===== src/rtl/alct_ly_pkg.sv =====
// Shared layer-level types and dimensions for the anode-layer input path.
// Also used by the layer one-shot stage.
package alct_ly_pkg;

  localparam int NCH       = 32;
  localparam int DLY_W     = 4;
  localparam int STK_W     = 8;
  localparam int DLY_DEPTH = 1 << DLY_W;

  typedef logic [NCH-1:0] ly_t;

endpackage


===== src/rtl/ly_chan_cond.sv =====
// One-channel conditioner: two-flop synchroniser, programmable delay line with
// tap mux, and a saturating stuck-high detector with a sticky flag.
module ly_chan_cond
  import alct_ly_pkg::*;
#(
  parameter int DLY_BITS = DLY_W,
  parameter int CNT_BITS = STK_W
) (
  input  logic                clk,
  input  logic                rst,
  input  logic                raw,
  input  logic [DLY_BITS-1:0] dly,
  input  logic [CNT_BITS-1:0] stuck_limit,
  input  logic                stuck_clr,
  output logic                tap,
  output logic                stuck
);

  localparam int DEPTH = 1 << DLY_BITS;
  localparam logic [CNT_BITS-1:0] CNT_ZERO = {CNT_BITS{1'b0}};
  localparam logic [CNT_BITS-1:0] CNT_ONE  = {{(CNT_BITS-1){1'b0}}, 1'b1};

  logic                s1_r;
  logic                s2_r;
  logic [DEPTH-1:0]    dl_r;
  logic [CNT_BITS-1:0] cnt_r;
  logic                stuck_r;
  logic                set_s;

  // s1 is only ever copied into s2; everything downstream sees s2
  always_ff @(posedge clk) begin
    if (rst) begin
      s1_r <= 1'b0;
      s2_r <= 1'b0;
      dl_r <= {DEPTH{1'b0}};
    end else begin
      s1_r <= raw;
      s2_r <= s1_r;
      dl_r <= {dl_r[DEPTH-2:0], s2_r};
    end
  end

  assign tap = dl_r[dly];

  // flag sets on the stuck_limit-th consecutive high sample; limit 0 disables
  always_comb begin
    set_s = 1'b0;
    if (stuck_limit != CNT_ZERO) begin
      set_s = s2_r && (cnt_r == (stuck_limit - CNT_ONE));
    end else begin
      set_s = 1'b0;
    end
  end

  // counter saturates at the limit; clear has priority over a same-cycle set
  always_ff @(posedge clk) begin
    if (rst || stuck_clr) begin
      cnt_r   <= CNT_ZERO;
      stuck_r <= 1'b0;
    end else begin
      if (!s2_r || (stuck_limit == CNT_ZERO)) begin
        cnt_r <= CNT_ZERO;
      end else if (cnt_r < stuck_limit) begin
        cnt_r <= cnt_r + CNT_ONE;
      end else begin
        cnt_r <= cnt_r;
      end
      if (set_s) begin
        stuck_r <= 1'b1;
      end else begin
        stuck_r <= stuck_r;
      end
    end
  end

  assign stuck = stuck_r;

endmodule


===== src/rtl/ly_input_cond.sv =====
// Per-layer input conditioner: per-channel sync/delay/stuck detection, then a
// registered output gate applying the hot-channel mask and stuck suppression.
module ly_input_cond #(
  parameter int NCH   = alct_ly_pkg::NCH,
  parameter int DLY_W = alct_ly_pkg::DLY_W,
  parameter int STK_W = alct_ly_pkg::STK_W
) (
  input  logic             clk,
  input  logic             rst,
  input  logic [NCH-1:0]   ly_raw,
  input  logic [NCH-1:0]   hot_mask,
  input  logic [DLY_W-1:0] dly,
  input  logic [STK_W-1:0] stuck_limit,
  input  logic             stuck_en,
  input  logic             stuck_clr,
  output logic [NCH-1:0]   ly,
  output logic [NCH-1:0]   stuck,
  output logic             stuck_any
);

  logic [NCH-1:0] tap_s;
  logic [NCH-1:0] stuck_s;
  logic [NCH-1:0] ly_r;
  logic           stuck_any_r;

  for (genvar ch = 0; ch < NCH; ch++) begin : g_chan
    ly_chan_cond #(
      .DLY_BITS (DLY_W),
      .CNT_BITS (STK_W)
    ) u_chan (
      .clk         (clk),
      .rst         (rst),
      .raw         (ly_raw[ch]),
      .dly         (dly),
      .stuck_limit (stuck_limit),
      .stuck_clr   (stuck_clr),
      .tap         (tap_s[ch]),
      .stuck       (stuck_s[ch])
    );
  end

  // masks act only here, so detection always runs on unmasked data
  always_ff @(posedge clk) begin
    if (rst) begin
      ly_r        <= {NCH{1'b0}};
      stuck_any_r <= 1'b0;
    end else begin
      ly_r        <= tap_s & hot_mask & ~(stuck_s & {NCH{stuck_en}});
      stuck_any_r <= |stuck_s;
    end
  end

  assign ly        = ly_r;
  assign stuck     = stuck_s;
  assign stuck_any = stuck_any_r;

endmodule


===== config.mk =====
export PLATFORM = sky130hd
export DESIGN_NAME = ly_input_cond
export DESIGN_NICKNAME = d
export VERILOG_FILES = /design/src/rtl/alct_ly_pkg.sv /design/src/rtl/ly_chan_cond.sv /design/src/rtl/ly_input_cond.sv
export SDC_FILE = /design/constraint.sdc
export NUM_CORES = 2
export LEC_CHECK = 0
export ABC_AREA = 1
export CAP_MARGIN = 40
export CORE_MARGIN = 3
export CORE_UTILIZATION = 50
export DETAILED_ROUTE_END_ITERATION = 7
export MAX_ROUTING_LAYER = met4
export PLACE_DENSITY = 0.67
export SYNTH_ARGS = -nofsm -noshare
export SYNTH_HDL_FRONTEND = slang
export SYNTH_SLANG_ARGS = --single-unit

===== constraint.sdc =====
create_clock -name clk -period 3.1 [get_ports clk]
set_clock_uncertainty 0.2 [all_clocks]
set_input_delay 0.31 -clock clk [delete_from_list [all_inputs] [get_ports clk]]
set_output_delay 0.31 -clock clk [all_outputs]
set_load 0.1 [all_outputs]

=== Word level (Yosys, flattened, before mapping) ===
Index checks and enable logic that the tools add are counted.

* Bits in registers: 897
* Input bits: 80
* Output and inout port bits: 65
* Logic and storage cells: 492

* $add $sub $neg: 33
* $lt $le $gt $ge: 33
* Equal/unequal tests: 32
* Mux-type cells: 96
* Bitwise operators: 4
* Reductions and logical operators: 132

{| class="wikitable"
|+ Operators by type and width
! kind !! count
|-
| adder 8 x 1 -> 8 bit (second input constant) || 32
|-
| == test 8 bit || 32
|-
| less-than comparator 8 bit || 32
|-
| binary-select mux 1 bit (select 4 bit) || 32
|-
| AND 32 bit || 3
|-
| two-way mux 1 bit || 64
|-
| OR reduction 2 bit || 32
|-
| logical OR 1 bit || 33
|-
| logical AND 1 bit || 32
|-
| zero test 1 bit || 32
|-
| NOT 32 bit || 1
|-
| OR reduction 32 bit || 1
|-
| zero test 8 bit || 1
|-
| nonzero test 8 bit || 1
|-
| subtractor 8 x 1 -> 8 bit (second input constant) || 1
|-
| less-than comparator 4 x 5 -> 1 bit (second input constant) || 1
|}

=== Depth between registers and ports, before layout ===
* Word-level depth: 4
* Depth in mapped cells: 15

=== By module ===
Synthesis repeated with hierarchy kept, for this count alone.

* Cells, all modules: 7470
* Area total of the unflattened synthesis: 51194.1 µm²

{| class="wikitable"
|+ Modules (own cells, without submodules)
! module !! instances !! cells each !! area each (µm²) !! sequential area each (µm²)
|-
| ly_chan_cond at g_chan[0].u_chan ... || 31 || 229 || 1557.7 || 540.5
|-
| ly_chan_cond at g_chan[9].u_chan || 1 || 235 || 1546.5 || 540.5
|-
| ly_input_cond || 1 || 136 || 1357.6 || 660.6
|}

=== Worst setup path after synthesis ===
OpenSTA, ideal clock, no wires.

* Path kind: input port to flip-flop
* From: input port stuck_limit[5]
* To: register g_chan[24].u_chan.cnt_r[0]
* Arrival time: 2.403 ns
* Data required time: 2.784 ns
* Setup slack: 0.381 ns
* Stages on the path: 8
* Buffers on the path: 0
* Cell sequence: inv_1 ha_1 a21oi_1 nor2_1 a211oi_1 nand2_2 o21ai_0 nor2_1

* Cells in the longest elaborated chain, start to end: 3
* Elaborated cells between the ends (all ways): 4
* Those cells by class: order compare: 1; reduce/logical: 3

{| class="wikitable"
|+ Ends and longest elaborated chain
! item !! RTL line !! text
|-
| start: declaration || ly_input_cond.sv:13 || <nowiki>input logic [STK_W-1:0] stuck_limit,</nowiki>
|-
| branches (longest 3 deep; another with less-than comparator 8 bit) || n/a ||
|-
| end signal: assignment || ly_chan_cond.sv:64 || <nowiki>cnt_r <= cnt_r + CNT_ONE;</nowiki>
|-
| end signal: assignment || ly_chan_cond.sv:66 || <nowiki>cnt_r <= cnt_r;</nowiki>
|-
| end: declaration || ly_chan_cond.sv:26 || <nowiki>logic [CNT_BITS-1:0] cnt_r;</nowiki>
|}

Several ways; the timed one is not identified.
A chain may end at the register's enable or synchronous reset.

=== Worst setup path in the final report ===
* From: input port stuck_limit[5]
* To: register g_chan[16].u_chan.cnt_r[5]

* Cells in the longest elaborated chain, start to end: 3
* Elaborated cells between the ends (all ways): 4
* Those cells by class: order compare: 1; reduce/logical: 3

{| class="wikitable"
|+ Ends and longest elaborated chain
! item !! RTL line
|-
| branches (longest 3 deep; another with less-than comparator 8 bit) || n/a
|-
| end signal: assignment || ly_chan_cond.sv:64
|-
| end signal: assignment || ly_chan_cond.sv:66
|-
| end: declaration || ly_chan_cond.sv:26
|}

Several ways; the timed one is not identified.

==> implementation parameters <==
Parameter                              Value

Run status
  Outcome    complete, no violations

Synthesis
  Adder-cell share of the synthesized area    0.0813
  Share of the yosys chip area belonging to registers    0.402
  Synthesized-area fraction occupied by ao, oa, aoi and oai cells    0.128
  Post-synthesis simple-gate area fraction    0.249
  Combinational family with the most area after synthesis    simple AND/OR/NAND/NOR gates
  Library cell occupying the most area in the post-synthesis netlist    dfxtp_1
  Post-synthesis cell count    between 6000 and 7000
  Number of enable flip-flop cells after synthesis    0
  Number of storage elements in the synthesis netlist    approximately 900
  Main area contributors after synthesis    dfxtp_1 (40%), nand2_1 (10%), inv_1 (8.2%)
  Ys async rst share    0
  Synth cell types    33
  Synth Area in XOR/XNOR    0.0249
  Synth warnings    0
  Main flop type after synthesis    dfxtp_1
  Syn Std Cell Area    44600 um2
  Multiplexer area fraction after synthesis    0
  Number of nets produced by synthesis    between 6000 and 7000
  Area share of the largest cell type after synthesis    0.402
  Syn Area/Cell    about 7 um2

Floorplanning
  Rows    between 100 and 150
  Die Area    roughly 93000 um2
  Initial standard-cell utilization of the core    0.510
  Standard cell core area    just under 90000 um2
  Die Span X    305 um
  IO Count    about 150
  Y dimension of the die    between 300 and 400 um

Finish
  Number of standard cells in the final layout excluding fillers    between 7000 and 8000
  Layout overhead on the synthesized area    14.6%
  Fill cells    just over 8000
  Fraction of final layout cells sized beyond drive strength 1    0.0604
  Most frequent standard cell in the layout excluding fill and tap cells    nand2_1
  Final #Nets    just under 7000
  Highest-count cells in the layout ignoring fill and taps    nand2_1 (1240), inv_1 (967), nor2_1 (933), dfxtp_1 (897), a21oi_1 (586)

Power and ir drop
  Worst IR Drop VDD    about 420 uV
  Pwr dens    roughly 500 nW/um2
  Share of total power consumed by net switching    0.246
  Share of total power in combinational logic    0.081
  Standby leakage power    21.4 nW
  Pwr Total    between 20 and 30 mW
  Relative contribution of the clock network to total power    0.475
  Sequential cell fraction of total power    0.444
  Internal Dissipation    19.8 mW
  Switching power total    between 6 and 7 mW

Worst setup path
  CP max FO    14
  Kind of start point of the critical path    input pin
  Kind of cell adding the most delay to the critical path    buffers and inverters
  Worst EP arrival    approximately 2800 ps
  CP bufs+invs    5
  Cells along the critical path    clkdlybuf4s50_1 -> clkinv_1 -> buf_12 -> buf_12 -> ha_1 -> a21oi_1 -> o21a_1 -> nand2_1 -> inv_1 -> nand3_1 -> a21oi_1
  CP Data Required Time    around 3500 ps
  Cell with the biggest individual delay on the critical path    clkdlybuf4s50_1
  Crit Path Class    input pin to register
  CP peak stage delay    ~600 ps
  Sort of element at the end of the critical path    register

GRT
  Global-route track usage on met1    0.364
  Initial antenna violation count    2
  Global routing met3 resource utilization    0.0355
  Largest net degree at the start of global routing    173
  Most heavily used metal layer in global routing    met2
  Total GRT Usage    0.268
  First-pass GRT wire length    about 200000 um
  Vias in the first global route    around 36000
  Met2 demand-to-capacity share in global routing    0.418
  Total gr overflow    0

Timing
  Headroom to the max-slew limit    0.412
  Final clock period utilization by the worst path    0.763
  Top achievable clock speed    0.423 GHz
  RSZ-0062 raised after global routing    no
  Final Hold Slack    42.9 ps
  Number of hold violations in the final report    0
  Slew at the pin closest to its max-slew limit    881 ps
  Number of pins with negative max-slew slack in the final report    0
  Post-route minimum period    about 2400 ps
  # setup viols final    0
  Fin Setup TNS    0 ps

Route
  Residual DRC    0
  Number of nets with antenna violations after routing    0
  Number of DRC violations after detailed-routing iteration 0    approximately 3100
  Routed via count    between 40000 and 50000
  Number of detailed-routing iterations run before antenna repair    6
  Final wirelength    around 130000 um
  Vias per cell    5.19
  Average wire length per cell after detail routing    between 15 and 20 um

CTS
  CTS tree    yes
  CTS Sinks    897
  TritonCTS buffer count    94
  Clk_lat worst skew    680 ps
  Clock slew at the register clock pins of the worst setup and hold paths    ~60 ps
  Clock Tree Buf Depth    3
  Cell chosen for the clock root    clkbuf_16
  H-tree depth    3
  Number of post-CTS setup repair buffers    0

Min path
  Hold/Removal Path Class    input pin to register

Placed design
  Global placement routability congestion    approximately 0.92
  PortBufs    between 100 and 150
  Total placed cells including tap cells    approximately 7500
  HPWL Detailed    about 83000 um

Run
  Number of max-cap violations    0
[kinds of logic after synthesis]
logic type / count (synthesis)
AOI/OAI and AO/OA: 1089
adders and majority gates: 290
DFF: 897
xor gates and xnor gates: 127
and+or+nand+nor: 2739
buffers and inverters: 1271
[power groups by stage]
stage,combinational [mW],sequential [mW],clock (mW)
after floorplan,1.14,12.1,0
after global placement,2.04,11.9,0
after detailed placement,2.09,11.9,0
after CTS,2.13,11.7,12.7
after global routing,2.34,11.7,13.2
final,2.14,11.7,12.5
[final cells by class]
class                           count  area (um2)  area share
Antenna cell                        1        2.50   0.0000490
Clock buffer                      124        2670      0.0522
Clock inverter                     46         817      0.0160
Inverter                          977        3670      0.0717
Multi-Input combinational cell   4245       21600       0.422
Sequential cell                   897       18000       0.351
Tap cell                         1155        1450      0.0283
Timing Repair Buffer              302        3000      0.0587
[cell usage after synthesis, drive strengths merged (26+ instances only)]
library cell,instances
dfxtp,897
o211ai,32
o21ai,405
nand3,439
inv,977
a21o,26
clkbuf,158
nor2,945
xor2,118
ha,290
a21oi,586
and3,28
nor3,55
nand2,1248
buf,136
[worst paths after layout]
path | startpoint | to | slack [ps] | cells after the start
setup / recovery | stuck_limit[5] | g_chan[16].u_chan.cnt_r[5] | 730 | 11
hold / removal | ly_raw[27] | g_chan[27].u_chan.s1_r | 40 | 3
setup reg to reg | g_chan[9].u_chan.stuck | stuck_any | 860 | 4
hold reg to reg | g_chan[30].u_chan.dl_r[10] | g_chan[30].u_chan.dl_r[11] | 190 | 2
[sequential cells by signal, summed over array words and instances (netlist names)]
signal and flops:
g_chan.u_chan.s1_r 32, g_chan.u_chan.s2_r 32, stuck_any 1, g_chan.u_chan.cnt_r 256, g_chan.u_chan.stuck 32, ly 32
g_chan.u_chan.dl_r 512
[layer usage]
| metal | vias to the layer above | share of wire |
|---|---|---|
| met5 | - | 0 |
| met4 | 0 | 0.032 |
| met3 | 287 | 0.071 |
| met2 | 1174 | 0.44 |
| met1 | 18358 | 0.46 |
| li1 | 20397 | - |
[tightest hold or removal path, stage by stage]
cell and delay [ps]:
clkdlybuf4s50_1 410, inv_1 70, nor2_1 50
[through the flow]
step / area [um2] / utilization / setup slack (ps)
detailed placement: 47300 / 0.541 / 137
global placement: 47200 / 0.539 / 132
CTS: 51100 / 0.584 / 824
global route: 51100 / 0.584 / 579
finish: 51100 / 0.584 / 734
floorplan: 44600 / - / 381
[what timing repair did]
action	in CTS	in global routing
hold endpoints to repair	66	1
hold buffers	29	1
resized for setup	0	0
(Power assumes the default switching activity.)
